[src/rtl/sched_pkg.sv]
// Shared types and helpers for the round-robin grant scheduler.
// Holds the FSM state encoding, requester count/ID width, and the rotate-then-priority-encode pick.
// Pure declarations; no timing or flow-control behaviour of its own.
package sched_pkg;

  localparam int NREQ = 16;
  localparam int IDW  = 4;

  typedef enum logic {
    IDLE = 1'b0,
    BUSY = 1'b1
  } state_t;

  typedef struct packed {
    logic           found;
    logic [IDW-1:0] idx;
  } pick_t;

  // Rotate req so that bit ptr lands at position 0, take the lowest set bit,
  // then add ptr back to get the absolute requester index (wraps mod NREQ).
  function automatic pick_t rr_pick(input logic [NREQ-1:0] req, input logic [IDW-1:0] ptr);
    logic [2*NREQ-1:0] dbl;
    logic [NREQ-1:0]   rot;
    pick_t             res;
    dbl = {req, req} >> ptr;
    rot = dbl[NREQ-1:0];
    res = '0;
    for (int i = NREQ - 1; i >= 0; i--) begin
      if (rot[i]) begin
        res.found = 1'b1;
        res.idx   = ptr + i[IDW-1:0];
      end
    end
    return res;
  endfunction

endpackage

[src/rtl/decoder.sv]
// 4-to-16 one-hot decoder with enable; all-zero output when disabled.
// Latency: purely combinational.
// No flow control; output follows inputs.
module decoder (
  input  logic [3:0]  sel,
  input  logic        en,
  output logic [15:0] y
);

  // Set exactly one bit when enabled, otherwise drive zero.
  always_comb begin
    y = '0;
    if (en) y[sel] = 1'b1;
  end

endmodule

[src/rtl/grant_scheduler.sv]
// Round-robin owner selection for one shared resource among 16 level-sensitive requesters.
// Latency: grant visible the cycle after req is sampled in IDLE; one idle cycle between owners.
// Owner holds until it drops req or MAX_HOLD cycles elapse; other requests wait until IDLE.
module grant_scheduler
  import sched_pkg::*;
#(
  parameter int MAX_HOLD = 8,
  parameter int CW       = 8
) (
  input  logic            clk,
  input  logic            reset,
  input  logic            en,
  input  logic [NREQ-1:0] req,
  output logic [NREQ-1:0] grant,
  output logic [IDW-1:0]  grant_id,
  output logic            grant_valid,
  output logic            timeout
);

  localparam logic [CW-1:0] HOLD_LAST = CW'(MAX_HOLD - 1);

  state_t         state;
  logic [IDW-1:0] owner;
  logic [IDW-1:0] ptr;
  logic [CW-1:0]  hold;
  pick_t          pick;
  logic           busy;

  // Next candidate owner, scanning from ptr upward with wrap.
  always_comb begin
    pick = rr_pick(req, ptr);
  end

  // Grant FSM: pick in IDLE, hold in BUSY until release or hold limit, then rotate.
  always_ff @(posedge clk) begin
    if (reset) begin
      state   <= IDLE;
      owner   <= '0;
      ptr     <= '0;
      hold    <= '0;
      timeout <= 1'b0;
    end else begin
      timeout <= 1'b0;
      case (state)
        IDLE: begin
          if (en && pick.found) begin
            owner <= pick.idx;
            hold  <= '0;
            state <= BUSY;
          end
        end
        BUSY: begin
          if (!req[owner]) begin
            state <= IDLE;
            ptr   <= owner + 1'b1;
          end else if (hold == HOLD_LAST) begin
            state   <= IDLE;
            ptr     <= owner + 1'b1;
            timeout <= 1'b1;
          end else begin
            hold <= hold + 1'b1;
          end
        end
        default: state <= IDLE;
      endcase
    end
  end

  // Outputs come from registers only, so req cannot glitch the grant.
  always_comb begin
    busy        = (state == BUSY);
    grant_valid = busy;
    grant_id    = owner;
  end

  decoder u_dec (
    .sel (owner),
    .en  (busy),
    .y   (grant)
  );

endmodule
[config.mk]
export PLATFORM = sky130hd
export DESIGN_NAME = grant_scheduler
export DESIGN_NICKNAME = d
export VERILOG_FILES = /design/src/rtl/sched_pkg.sv /design/src/rtl/decoder.sv /design/src/rtl/grant_scheduler.sv
export SDC_FILE = /design/constraint.sdc
export NUM_CORES = 1
export LEC_CHECK = 0
export BUFFER_PORTS_ARGS = -buffer_cell sky130_fd_sc_hd__buf_2
export CAP_MARGIN = 20
export CORE_AREA = 2 2 79 81
export CTS_CLUSTER_SIZE = 16
export DETAILED_ROUTE_END_ITERATION = 6
export DIE_AREA = 0 0 81 83
export GPL_TIMING_DRIVEN = 0
export MAX_ROUTING_LAYER = met4
export PLACE_DENSITY = 0.81
export SLEW_MARGIN = 30
export SYNTH_ARGS = -nofsm -noshare
export SYNTH_HDL_FRONTEND = slang
export SYNTH_SLANG_ARGS = --single-unit
[constraint.sdc]
create_clock -name clk -period 3.4 [get_ports clk]
set_clock_uncertainty 0.1 [all_clocks]
set_input_delay 0.68 -clock clk [delete_from_list [all_inputs] [get_ports clk]]
set_output_delay 0.68 -clock clk [all_outputs]
set_load 0.01 [all_outputs]
==> impl_metrics.toml, run 1 <==
[sta]
fmax_ghz = 0.293
tightest_slew_ns = 0.512
slew_violations = 0
setup_viol_count_final = 1
worst_slack_ns = -0.0126
fin_crit_ns = 3.41
maxSlewHeadroom_pct = 65.0
finalCritPeriodShare_pct = 100
hold_violations = 0
rsz0062_at_grt = "no"
setup_tns_ns = -0.0126

[yosys]
yosys-top-cells-count = "mux4_2 (38), nor2_1 (38), nand2_1 (32)"
netlist_instances = 396
synth_edf_count = 0
synthTopCellsByArea = "mux4_2 (25%), dfxtp_1 (10%), mux2i_1 (5.8%), mux2_2 (4.5%), ha_1 (4.3%)"
yosysTopAreaCell = "mux4_2"
avgSynthCellArea_um2 = 8.76
yosys_most_used_dff = "dfxtp_1"
yosysTopAreaCellShare_pct = 24.7
synth_nets = 427
syn_area_mm2 = 0.00347
synth-seq-cells = 18
synth_warnings = 0
synth_cell_types = 68
async_flop_share_pct = 0
ys_seq_area_share_pct = 10.4

[run_status]
violations = "setup timing"
status = "finished with violations"

[power]
vdd_drop_max_mv = 0.245
powerDensity_mw_per_mm2 = 354
power.leakage_nw = 1.45

[routing]
drc = 0
totalWireLength_um = 11300
drtIter0Drc = 563
drt-vias-per-instance = 7.29
routedWlPerCell_um = 21.6
vias = 3811
drt_pass1_iterations = 5
postRouteAntennaNets = 0

[critical_path]
cpMaxStageDelayCell = "mux4_2"
crit_arrival_ns = 3.44
crit_chain = "buf_2 -> mux4_2 -> mux4_2 -> buf_4 -> inv_1 -> o21ai_0 -> a2111oi_0 -> o21ai_0 -> nand4bb_1 -> a311oi_1"
worstSetupPathType = "in -> reg"
crit_fanout = 9
critPathBufInv = 3
cp_slowest_stage_delay_ns = 0.56
cp_data_required_time_ns = 3.43
cp-start-kind = "input port"
endpoint_kind = "flip-flop"
crit_family = "multiplexers"
path_depth = 10
r2r_cells = 11

[clock_tree]
numCtsBuffers = 3
clk_pin_slew_worst_paths_ns = 0.07
clock_path_buffers = 2
clk_latency_ns = 0.25
cts_tree = "yes"
h-tree-depth = 1
cts-root-buf = "clkbuf_8"
clkSinkCount = 18

[place]
dp_hpwl_um = 8370
gp_congestion = 1.06
dp.cells = 511
port-buffer-count = 40

[finish]
syn2layout_area_growth_pct = 17.3
stdcell_count = 523
diodes = 0
layout-drive-gt1-share_pct = 34.4
fillerInstances = 458
finalNetCount = 481
multi_input_area_mm2 = 0.00306
seqCellArea_um2 = 364

[floorplanning]
ios = 41
initial_utilization_pct = 59.7
die_width_um = 81
die_area_mm2 = 0.00672
core-area_mm2 = 0.00582
placement_rows = 28
die_h_um = 83

[global_routing]
grt_max_degree = 13
overflow = 0
grt_pass1_wl_um = 18300
grt_usage_pct = 35.4
first_global_vias = 3536
antenna_found_initial = 0

[run]
cap_viol_max_count = 0

[hold_path]
hold_class = "reg -> reg"
worstHoldPathCells = 2
[worst min-delay path, cell delays in order, from the launching register on]
cell,delay [ns]
dfxtp_1,0.32
nand3b_1,0.08
a21oi_1,0.06
[metrics by stage]
step	setup slack [ns]	total power [mW]	instance area (um^2)	hold WS, ns	utilization (%)
4_1_cts	0.0167	1.34	3910	0.405	67.3
3_3_place_gp	-0.609	1.13	3760	0.392	64.7
3_5_place_dp	-0.628	1.15	3760	0.394	64.7
6_report	-0.0126	1.44	4070	0.407	70.0
2_1_floorplan	0.241	0.918	3470	0.374	-
5_1_grt	0.00255	1.52	4070	0.444	70.0
[path summary, 6_finish.rpt]
check,start,to,slack (ns)
worst max register to register,ptr[3],grant_id[3],0.07
worst min register to register,hold[1],hold[1],0.41
worst min-delay path,hold[1],hold[1],0.41
worst max-delay path,req[8],grant_id[3],-0.01
[kinds of logic (layout without fill, tap and decap cells)]
family                   Yosys count  after routing  share of synthesized area [%]
buffers and inverters             43             95                           5.59
AND/OR/NAND/NOR                  135            135                           19.6
adder cells (fa/ha/maj)           12             12                           4.33
AO/OA/AOI/OAI                    101            101                           21.3
XOR/XNOR                          15             15                           3.79
flip-flops                        18             18                           10.4
multiplexers                      72             72                           35.0
[sequential cells by signal, indices dropped and copies added, names as in the netlist]
signal	count
timeout	1
hold	8
grant_id	4
grant_valid	1
ptr	4
[layer usage]
layer	up-vias	routed length, um	global-route usage (%)
li1	1671	-	-
met4	0	408	13.4
met5	-	0	-
met1	1775	4290	48.3
met3	47	1380	8.04
met2	318	5250	51.3
[report_power, final]
group / internal [mW] / switching, mW
clock network: 0.0788 / 0.0705
logic: 0.436 / 0.615
registers: 0.224 / 0.0152
[layout by cell type, fill, tap and decap left out, types with 4 or more instances in the layout]
master	n
a211oi_1	7
a21oi_1	15
and3_1	6
buf_2	47
buf_4	13
clkbuf_1	7
clkbuf_2	7
dfxtp_1	17
ha_1	11
inv_1	9
mux2_2	13
mux2i_1	13
mux2i_4	5
mux4_2	38
nand2_1	32
nand2b_1	7
nand3_1	6
nand4_1	8
nor2_1	38
nor3_1	14
o21ai_0	20
o22ai_1	4
xnor2_1	6
xor2_1	9
[layout make-up]
class                   instances  area share [%]
clock buffers                   3            1.01
well taps                      75            2.31
inverters                      12            1.32
repair buffers                 50            6.76
plain buffers                  30            4.49
multi-input cells             335            75.2
flip-flops and latches         18            8.95
[repair_timing]
action                                 CTS  global route
setup endpoints to repair               12            12
hold buffers                             0             0
pin swaps                                2             2
endpoints found under the hold margin    0             0
gates resized for setup                 26            31
setup buffers                            4             6
Note: power is estimated with default switching activity, not from simulation.
==> inputs of run 2 (changes only) <==
==> constraint.sdc (replaced) <==
create_clock -name clk -period 3.4 [get_ports clk]
set_clock_uncertainty 0.1 [all_clocks]
set_input_delay 1.02 -clock clk [delete_from_list [all_inputs] [get_ports clk]]
set_output_delay 1.02 -clock clk [all_outputs]
set_load 0.01 [all_outputs]
==> run 2 against run 1 <==
Net effect:
- the run still ends with setup timing left
- via count increased by 10%
- combinational power rose by 19%
- final cell count up 5.0%
- sequential power about the same
- worst hold slack better by 0.032 ns
- sequential share of layout area fell by 1.1 points
- clock power up 21%
- critical path depth stayed put
- critical endpoint is now hold[0]
- largest cell class unchanged
==> impl_metrics.toml, run 2 (synthesis gave the netlist of run 1 again) <==
[run_status]
status = "finished with violations"
violations = "setup timing"

[clock_tree]
hold_buffers = 0
numCtsBuffers = 3
clk_pin_slew_worst_paths_ns = 0.07
clock_path_buffers = 2
clk_latency_ns = 0.26
cts_tree = "yes"
clkSinkCount = 18
h-tree-depth = 1
cts-root-buf = "clkbuf_8"

[global_routing]
antenna_found_initial = 0
first_global_vias = 3656
grt_pass1_wl_um = 19500
grt_usage_pct = 38.3
grt_max_degree = 13
overflow = 0

[critical_path]
rrSetupSlack_ns = -0.08
cp-start-kind = "input port"
worstSetupPathType = "in -> reg"
crit_arrival_ns = 3.64
crit_fanout = 6
endpoint_kind = "flip-flop"
cp_data_required_time_ns = 3.49

[sta]
worst_slack_ns = -0.151
fmax_ghz = 0.282
hold_violations = 0
tightest_slew_ns = 0.631
finalCritPeriodShare_pct = 104
maxSlewHeadroom_pct = 57.9
slew_violations = 0
rsz0062_at_grt = "yes"
hold_ws_ns = 0.439
setup_viol_count_final = 13
fin_crit_ns = 3.55

[routing]
postRouteAntennaNets = 0
drt-vias-per-instance = 7.65
totalWireLength_um = 13600
drc = 0
drt_pass1_iterations = 6
vias = 4200
routedWlPerCell_um = 24.9
drtIter0Drc = 798

[finish]
fillerInstances = 354
layout-drive-gt1-share_pct = 40.9
final_common_cell = "mux4_2"
largest-register = "hold"
diodes = 0
layout_common_cells = "mux4_2 (38), nor2_1 (35), nand2_1 (32)"
largest_register_ffs = 8
finalNetCount = 506
syn2layout_area_growth_pct = 32.4

[run]
cap_viol_max_count = 0

[hold_path]
hold_class = "reg -> reg"

[power]
finalPower_mw = 1.67
vdd_drop_max_mv = 0.273
powerDensity_mw_per_mm2 = 363
power.leakage_nw = 1.65

[floorplanning]
initial_utilization_pct = 59.7
core-area_mm2 = 0.00582
die_width_um = 81
ios = 41
die_h_um = 83
die_area_mm2 = 0.00672
placement_rows = 28

[place]
gp_congestion = 1.01
port-buffer-count = 40
dp_hpwl_um = 8290
==> run 2: changes by cell type in the layout (fill, tap and decap cells not counted), sizes merged <==
| cell | change |
|---|---|
| buf | +22 |
| clkbuf | +4 |
==> run 2: layout make-up <==
| type | count | area (um^2) | share of cell area [%] |
|---|---|---|---|
| inverter | 12 | 52.6 | 1.14 |
| buffer | 29 | 169 | 3.67 |
| tap | 75 | 93.8 | 2.04 |
| multi-input combinational | 335 | 3220 | 70.0 |
| clock buffer | 4 | 55.1 | 1.20 |
| timing repair buffer | 76 | 651 | 14.2 |
| sequential | 18 | 360 | 7.84 |
==> run 2: per-stage QoR <==
stage | instance area, um^2 | setup TNS, ns | utilization (%) | instances | setup WS [ns]
3_3_place_gp | 3760 | -7.11 | 64.7 | 511 | -0.894
4_1_cts | 4250 | -1.43 | 73.1 | 537 | -0.203
3_5_place_dp | 3760 | -7.20 | 64.7 | 511 | -0.842
5_1_grt | 4600 | -1.24 | 79.0 | 549 | -0.196
6_report | 4600 | -1.01 | 79.0 | 549 | -0.151
2_1_floorplan | 3470 | -0.0419 | - | 396 | -0.0369
==> run 2: worst paths after layout <==
check	cells past startpoint	to	from
hold reg to reg	2	hold[1]	hold[1]
setup / recovery	10	hold[0]	req[14]
setup reg to reg	13	grant_id[2]	ptr[2]
hold / removal	2	hold[1]	hold[1]
==> run 2: report_power, final <==
group | internal (mW) | switching, mW | total [mW]
registers | 0.224 | 0.0171 | 0.241
clock network | 0.103 | 0.0767 | 0.180
logic | 0.535 | 0.712 | 1.25
total | 0.862 | 0.805 | 1.67
==> run 2: repair_timing <==
item / 4_1_cts / 5_1_grt
endpoints found under the setup margin: 13 / 13
setup buffers: 22 / 14
resized for setup: 68 / 61
pin swaps: 12 / 17
==> run 2: critical path, stage by stage <==
cell and delay, ns:
buf_8 0.12, mux4_2 0.50, mux4_2 0.56, or4_4 0.45
a211oi_4 0.29, buf_6 0.16, a41oi_4 0.17, nor2_2 0.16
mux2i_1 0.09, nor2_1 0.12
==> run 2: layer usage <==
layer / wire, um / GRT usage [%]
met5: 0 / -
met4: 762 / 13.6
met3: 1810 / 7.28
met2: 6240 / 57.3
met1: 4840 / 52.0
